`config.mk`:
```
export PLATFORM = sky130hd
export DESIGN_NAME = cp0_unit
export DESIGN_NICKNAME = d
export VERILOG_FILES = /design/src/rtl/cp0_unit.sv
export SDC_FILE = /design/constraint.sdc
export NUM_CORES = 1
export LEC_CHECK = 0
export CAP_MARGIN = 20
export CELL_PAD_IN_SITES_DETAIL_PLACEMENT = 2
export CELL_PAD_IN_SITES_GLOBAL_PLACEMENT = 2
export CORE_ASPECT_RATIO = 0.9
export CORE_MARGIN = 2
export CORE_UTILIZATION = 21
export DETAILED_ROUTE_END_ITERATION = 10
export PLACE_DENSITY = 0.89
export SYNTH_ARGS = -nofsm -noshare
export SYNTH_HDL_FRONTEND = slang
export SYNTH_SLANG_ARGS = --single-unit
```
`constraint.sdc`:
```
create_clock -name clk -period 3.2 [get_ports clk]
set_input_delay 0.64 -clock clk [delete_from_list [all_inputs] [get_ports clk]]
set_output_delay 0.64 -clock clk [all_outputs]
set_load 0.03 [all_outputs]
```
`src/rtl/cp0_unit.sv`:
```
// Coprocessor-0 for the P7 pipeline: SR/Cause/EPC/PRId state, interrupt/exception request, ERET and mtc0/mfc0.
// Optional BadVAddr (register 8) is built when CP0_BADVADDR_EN is defined.
module cp0_unit #(
  parameter logic [31:0] PRID = 32'h0000_0007
) (
  input  logic        clk,
  input  logic        reset,
  input  logic [5:0]  hwint,
  input  logic [31:0] pc_m,
  input  logic        bd_m,
  input  logic [4:0]  exccode_m,
  input  logic [31:0] badvaddr_m,
  input  logic        eret_m,
  input  logic        we,
  input  logic [4:0]  addr,
  input  logic [31:0] wdata,
  output logic [31:0] rdata,
  output logic [31:0] epc_out,
  output logic        req
);

  localparam int unsigned DW = 32;
  localparam int unsigned HW = 6;
  localparam int unsigned CW = 5;
  localparam int unsigned AW = 5;

  localparam logic [AW-1:0] REG_BADVADDR = AW'(8);
  localparam logic [AW-1:0] REG_SR       = AW'(12);
  localparam logic [AW-1:0] REG_CAUSE    = AW'(13);
  localparam logic [AW-1:0] REG_EPC      = AW'(14);
  localparam logic [AW-1:0] REG_PRID     = AW'(15);

  localparam logic [CW-1:0] EXC_ADEL = CW'(4);
  localparam logic [CW-1:0] EXC_ADES = CW'(5);

  logic [HW-1:0] im_q;
  logic          exl_q;
  logic          ie_q;
  logic          bd_q;
  logic [HW-1:0] ip_q;
  logic [CW-1:0] exccode_q;
  logic [DW-1:0] epc_q;
  logic [DW-1:0] badvaddr_rd;

  logic          int_req;
  logic          exc_req;
  logic [DW-1:0] epc_next;

  // Any request is masked while the handler runs (EXL set)
  assign int_req  = (|(hwint & im_q)) & ie_q & ~exl_q;
  assign exc_req  = (exccode_m != CW'(0)) & ~exl_q;
  assign req      = (int_req | exc_req) & ~reset;
  assign epc_next = bd_m ? (pc_m - DW'(4)) : pc_m;
  assign epc_out  = epc_q;

  always_ff @(posedge clk) begin
    if (reset) begin
      im_q      <= '0;
      exl_q     <= 1'b0;
      ie_q      <= 1'b0;
      bd_q      <= 1'b0;
      ip_q      <= '0;
      exccode_q <= '0;
      epc_q     <= '0;
    end else begin
      ip_q <= hwint;
      if (req) begin
        exl_q     <= 1'b1;
        exccode_q <= int_req ? CW'(0) : exccode_m;
        bd_q      <= bd_m;
        epc_q     <= epc_next;
      end else begin
        if (eret_m) begin
          exl_q <= 1'b0;
        end
        // Placed after the ERET clear so an mtc0 to SR overrides it
        if (we) begin
          case (addr)
            REG_SR: begin
              im_q  <= wdata[15:10];
              exl_q <= wdata[1];
              ie_q  <= wdata[0];
            end
            REG_EPC: epc_q <= wdata;
            default: ;
          endcase
        end
      end
    end
  end

`ifdef CP0_BADVADDR_EN
  logic [DW-1:0] badvaddr_q;

  // Captured only for address-error exceptions actually taken
  always_ff @(posedge clk) begin
    if (reset) begin
      badvaddr_q <= '0;
    end else if (req && !int_req && (exccode_m == EXC_ADEL || exccode_m == EXC_ADES)) begin
      badvaddr_q <= badvaddr_m;
    end
  end

  assign badvaddr_rd = badvaddr_q;
`else
  logic unused_badvaddr;

  assign unused_badvaddr = (^badvaddr_m) ^ (^EXC_ADEL) ^ (^EXC_ADES);
  assign badvaddr_rd     = '0;
`endif

  always_comb begin
    rdata = '0;
    case (addr)
      REG_BADVADDR: rdata = badvaddr_rd;
      REG_SR:       rdata = {16'b0, im_q, 8'b0, exl_q, ie_q};
      REG_CAUSE:    rdata = {bd_q, 15'b0, ip_q, 3'b0, exccode_q, 2'b0};
      REG_EPC:      rdata = epc_q;
      REG_PRID:     rdata = PRID;
      default:      rdata = '0;
    endcase
  end

endmodule

```
==> metrics.md, run 1 <==
| Metric | Value |
|---|---|
| Grt ovf | `0` |
| R2r worst-path depth | `5` |
| Highest Clock Rate | `332 MHz` |
| R2r setup slk | `1100 ps` |
| Pwr Density | `352 nW/um^2` |
| Final period util | `94.1%` |
| Hold_buf cts | `0` |
| Met3 Routed Length | `754 um` |
| GP Congestion | `0.831` |
| Net Switching | `0.620 mW` |
| HP Class | `reg -> reg` |
| Die area | `17,300 sq um` |
| DP HPWL | `12.7 mm` |
| Peak VDD IR | `0.203 mV` |
| Critical path origin | `addr[1]` |
| FP Rows | `44` |
| Lkg Pwr | `1.87 nW` |
| DR iter-0 viols | `214` |
| First-pass iteration count of the detailed router | `4` |
| Post-CTS Resized | `0` |
| Switching share of power | `33.1%` |
| Crit. End Element | `primary output` |
| CTS Buf Count | `5` |
| Max Buffers Root-to-Sink | `2` |
| R2r endpoint | `im_q[5]` |
| Synth area leaders | `dfxtp_1 31%, a2111oi_0 6.2%, a311oi_1 6.2%, a21boi_0 5.3%, mux2i_1 4.1%` |
| Crit path max fanout | `10` |
| CORE AREA | `16,000 sq um` |
| Most instantiated library cell after synthesis | `dfxtp_1` |
| Logic pwr share | `29.7%` |
| DR vias/cell | `5.42` |
| Power consumption | `1.87 mW` |
| Number of flops mapped to enable cells by yosys | `0` |
| Skew final | `4.73 ps` |
| Setup slack after layout | `188 ps` |
| RSZ-0062 raised after global routing | `no` |
| M1 WL | `6.82 mm` |
| Clk pwr share | `31.0%` |
| Layout cells sized above 1 | `14.4%` |
| Clk root buf | `clkbuf_16` |
| Vias in the first global route | `4,632` |
| Initial antenna violation count | `0` |
| Die width | `138 um` |
| CTS Sinks | `52` |
| Die height | `125 um` |
| Synthesized area | `3410 sq um` |
| Ys async rst share | `0%` |
| Max Cap Viol | `0` |
| CP startpoint kind | `primary input` |
| WP data arrival | `2370 ps` |
| I/O pin cnt | `182` |
| Synth Flop Type | `dfxtp_1` |
| Post-route setup TNS | `0 ps` |
| Worst-path clk slew | `80 ps` |
| CTS tree | `built` |
| Final slew viol count | `0` |
| Least-Margin Pin Slew | `669 ps` |
| N_diodes | `0` |
| Post-CTS setup buffers | `0` |
| Remaining routing DRC violations | `0` |
| Input/output buffers | `149` |
| H-tree Lvls | `2` |
| Synth cell count leaders | `52 x dfxtp_1, 36 x clkbuf_1, 25 x nor2_1` |
| DP Worst Slack | `75.9 ps` |
| Slew margin rel. | `55.0%` |
| Worst hold slack | `474 ps` |
| Vias | `4,174` |
| DR top layer | `met4` |
| Post-synthesis sequential area ratio | `30.5%` |
| Internal Pwr Total | `1.25 mW` |
| Synth area leader | `dfxtp_1` |
| Yosys top cell area share | `30.5%` |
| Worst endpoint required time | `2560 ps` |
| Total Wirelength | `16.6 mm` |
| Initial core utilization | `21.3%` |
| Kind of critical path | `in -> out` |
| Syn_nets | `535` |
| Part of the power in registers | `39.3%` |
| Pin count of the biggest net entering global routing | `60` |
| Final ANT Viol Nets | `0` |
| Post-Syn Instances | `417` |
| CP endpoint | `rdata[4]` |
| Final setup vio count | `0` |
| #FFs+latches synth | `52` |
| Layout Nets | `680` |
| Final Hold Viols | `0` |
| Synth cell types | `53` |
| Ys Warns | `0` |
| First-pass GRT wire length | `26.2 mm` |
| Area Growth Syn to Fin | `56.1%` |
| GR Util All Layers | `18.8%` |
| Average size of a mapped cell | `8.17 sq um` |
| Routed wl met2 | `8.40 mm` |
| Clock Latency Late Sink | `300 ps` |
| Critical R2R Launch | `im_q[1]` |
| Wire per inst | `21.5 um` |
| Minimum clock period | `3010 ps` |
| Status | `completed` |
-- flip-flops by register name (all words and copies together), names as in the netlist --
signal,flops
im_q,6
bd_q,1
exl_q,1
ip_q,6
exccode_q,5
epc_out,32
ie_q,1
-- power by group through the flow --
stage	logic, mW	clock network (mW)	registers [mW]
CTS	0.558	0.597	0.738
global route	0.595	0.620	0.745
floorplan	0.185	0	0.812
finish	0.556	0.582	0.737
detailed placement	0.556	0	0.753
global placement	0.529	0	0.749
-- critical path, stage by stage --
cell and delay, ps:
clkdlybuf4s50_1 580, buf_4 250, nor2b_1 270, buf_4 230
a22oi_1 120, nor2_1 110, buf_4 170
-- final cells by class --
cell class | count | area [sq um]
clock inverters | 3 | 27.5
flip-flops and latches | 52 | 1040
repair buffers | 177 | 1640
clock buffers | 5 | 125
fillers | 1781 | 10700
multi-input cells | 323 | 2210
inverters | 3 | 11.3
well taps | 207 | 259
-- metrics by stage --
stage	utilization, %	instances	instance area (sq um)
2_1_floorplan	-	417	3410
3_3_place_gp	32.3	762	5170
3_5_place_dp	32.3	762	5170
4_1_cts	33.2	770	5320
5_1_grt	33.2	770	5320
6_report	33.2	770	5320
-- placed cells by master, fill, tap and decap left out, types with 2 or more instances in the layout --
cell type	count
clkbuf_16	5
nor2_1	25
a22oi_1	5
o41ai_1	4
nand3_1	16
nand4_1	2
clkdlybuf4s50_1	116
and3_1	18
a2111oi_0	24
xnor2_1	4
a311oi_1	24
or4b_2	2
a21boi_0	24
nand2_1	21
a22o_1	3
and3b_1	2
nor3_1	7
mux2i_1	14
o31ai_1	13
buf_12	2
or3_1	9
o21ai_0	7
buf_4	58
nor4_1	3
xor2_1	5
nor2b_1	8
a21oi_1	22
a211oi_1	8
nand2b_1	14
dfxtp_1	52
o21a_1	2
or4_1	17
or4_2	2
inv_1	2
-- metal layers --
metal  GRT usage (%)  vias up
met3            3.77       39
met4            7.38        0
met2            33.7      124
met1            22.1     2082
met5               0        -
li1                -     1929
-- worst min path at each step --
stage          slack, ps  cells past startpoint    startpoint      endpoint
2_1_floorplan        440                      2  exccode_q[0]  exccode_q[0]
3_3_place_gp         450                      2  exccode_q[3]  exccode_q[3]
3_5_place_dp         470                      2  exccode_q[1]  exccode_q[1]
4_1_cts              480                      2  exccode_q[1]  exccode_q[1]
5_1_grt              500                      2  exccode_q[1]  exccode_q[1]
6_report             470                      2  exccode_q[1]  exccode_q[1]
-- cell families (layout without fill, tap and decap cells) --
| group | count (synthesis) | count (layout) | share of synthesized area [%] |
|---|---|---|---|
| flops | 52 | 52 | 30.5 |
| simple gates | 156 | 156 | 26.3 |
| buf+inv | 42 | 188 | 4.70 |
| mux | 14 | 14 | 4.11 |
| compound gates | 143 | 143 | 31.6 |
| xor+xnor | 9 | 9 | 2.31 |
| fa+ha+maj | 1 | 1 | 0.367 |
No activity file was read; power rests on OpenSTA's default activity.
==> run 2, diff against run 1 <==
Settings changed: ABC_CLOCK_PERIOD_IN_PS set to 3200, CORE_UTILIZATION 21 to 30, DONT_BUFFER_PORTS set to 1, PLACE_DENSITY 0.89 to 0.8.
==> run 2 against run 1 <==
Effect of this change:
- sequential share of layout area increased by 8.0 points
- combinational power decreased by 58%
- global-route usage increased by 3.8 points
- non-clock buffer count decreased by 155
- critical path depth decreased by 2
- routed wire length decreased by 16%
- register-to-register slack got worse by 310 ps
- worst hold slack got worse by 68 ps
- cell count decreased by 27%
- final area decreased by 29%
- critical path type unchanged
- critical endpoint is now req
==> metrics.md, run 2 (synthesized netlist as in run 1, its figures left out) <==
| Metric | Value |
|---|---|
| Minimum clock period | `2530 ps` |
| Crit path max fanout | `2` |
| CORE AREA | `10,900 sq um` |
| Remaining routing DRC violations | `0` |
| Hold_sp | `reset` |
| RSZ-0062 raised after global routing | `no` |
| Pwr Density | `425 nW/um^2` |
| Hold_buf cts | `0` |
| Layout Nets | `525` |
| Final slew viol count | `0` |
| FP Rows | `36` |
| Die area | `12,200 sq um` |
| H-tree Lvls | `2` |
| CTS Sinks | `52` |
| First-pass iteration count of the detailed router | `5` |
| Kind of critical path | `in -> out` |
| Final Cell Area | `3770 sq um` |
| R2r setup slk | `790 ps` |
| I/O pin cnt | `182` |
| Die width | `116 um` |
| Final Hold Viols | `0` |
| Max Cap Viol | `0` |
| Peak VDD IR | `0.212 mV` |
| Initial core utilization | `31.1%` |
| Initial antenna violation count | `0` |
| Number of flip-flops in the largest register | `32` |
| Worst hold slack | `407 ps` |
| Input/output buffers | `0` |
| DP HPWL | `10.3 mm` |
| Clock Latency Late Sink | `300 ps` |
| GP Congestion | `0.793` |
| Area Growth Syn to Fin | `10.6%` |
| Worst hold path depth | `1` |
| Vias | `3,540` |
| Post-route setup TNS | `0 ps` |
| WP data arrival | `1890 ps` |
| CTS tree | `built` |
| CTS Buf Count | `5` |
| Fin util | `34.4%` |
| R2r endpoint | `epc_out[23]` |
| Worst endpoint required time | `2560 ps` |
| Skew final | `7.86 ps` |
| HP Class | `in -> reg` |
| Least-Margin Pin Slew | `1010 ps` |
| Grt ovf | `0` |
| GR Util All Layers | `22.7%` |
| FILL cells | `1,275` |
| DP Area | `3620 sq um` |
| Highest Clock Rate | `395 MHz` |
| R2r worst-path depth | `5` |
| Lkg Pwr | `1.21 nW` |
| Final period util | `79.1%` |
| DR vias/cell | `6.32` |
| Power consumption | `1.60 mW` |
| Slew margin rel. | `32.4%` |
| Wire per inst | `24.8 um` |
| CP startpoint kind | `primary input` |
| Post-CTS setup buffers | `0` |
| Most common cell after layout, fill and taps aside | `dfxtp_1` |
| Hold path endpoint | `ip_q[1]` |
| Status | `completed` |
| N_diodes | `0` |
| Max Buffers Root-to-Sink | `2` |
| Clk root buf | `clkbuf_16` |
| Vias in the first global route | `3,822` |
| Critical R2R Launch | `im_q[1]` |
| Final setup vio count | `0` |
| Die height | `105 um` |
| Crit. End Element | `primary output` |
| Most frequent cells in the layout | `52 x dfxtp_1, 25 x nor2_1, 24 x a21boi_0, 24 x a2111oi_0, 24 x a311oi_1` |
| Final ANT Viol Nets | `0` |
| Layout cells sized above 1 | `10.3%` |
| First-pass GRT wire length | `21.6 mm` |
| Pin count of the biggest net entering global routing | `61` |
| Worst-path clk slew | `70 ps` |
| Total Wirelength | `13.9 mm` |
| Post-CTS Resized | `0` |
| DR iter-0 viols | `122` |
[run 2: cell types whose count changed in the layout (fill, tap and decap cells not counted), sizes merged]
cell and delta:
clkdlybuf4s50 -116, buf -39, clkbuf +1, inv -1
[run 2: worst max-delay path: stages]
cell and delay [ps]:
or4_1 550, o21a_1 210, nor2_1 230, nor2_1 80, buf_4 170
[run 2: area by class of cell]
type	count	area, sq um	area share, %
inverter	3	11.3	0.299
tap	152	190	5.04
sequential	52	1040	27.6
clock buffer	6	129	3.42
clock inverter	2	16.3	0.431
timing repair buffer	22	165	4.38
multi-input combinational	323	2220	58.8
[run 2: how the worst max path moves through the flow]
stage                 start          end  slack [ps]  depth (start not counted)
6_report       exccode_m[0]          req         670                          5
5_1_grt             pc_m[6]  epc_out[26]         540                          4
4_1_cts        exccode_m[0]          req         640                          5
3_5_place_dp        pc_m[6]  epc_out[26]         450                          4
3_3_place_gp        pc_m[6]  epc_out[26]         570                          4
2_1_floorplan  exccode_m[0]          req         230                          6
[run 2: report_power, final]
group          switching [mW]  leakage, nW  internal (mW)
logic                   0.137        0.715         0.0979
clock network           0.258       0.0671          0.293
registers               0.119        0.431          0.696
[run 2: per-stage QoR]
stage,worst slack [ps],instances
2_1_floorplan,229,417
5_1_grt,541,560
6_report,669,560
3_5_place_dp,452,552
3_3_place_gp,569,552
4_1_cts,639,560
[run 2: routing by layer]
| metal | global-route usage, % | vias to the layer above | wire (um) |
|---|---|---|---|
| met5 | 0 | - | 0 |
| met4 | 5.27 | 0 | 223 |
| met3 | 5.97 | 13 | 1100 |
| met2 | 39.7 | 116 | 6960 |
| met1 | 27.4 | 1792 | 5610 |
| li1 | - | 1619 | - |
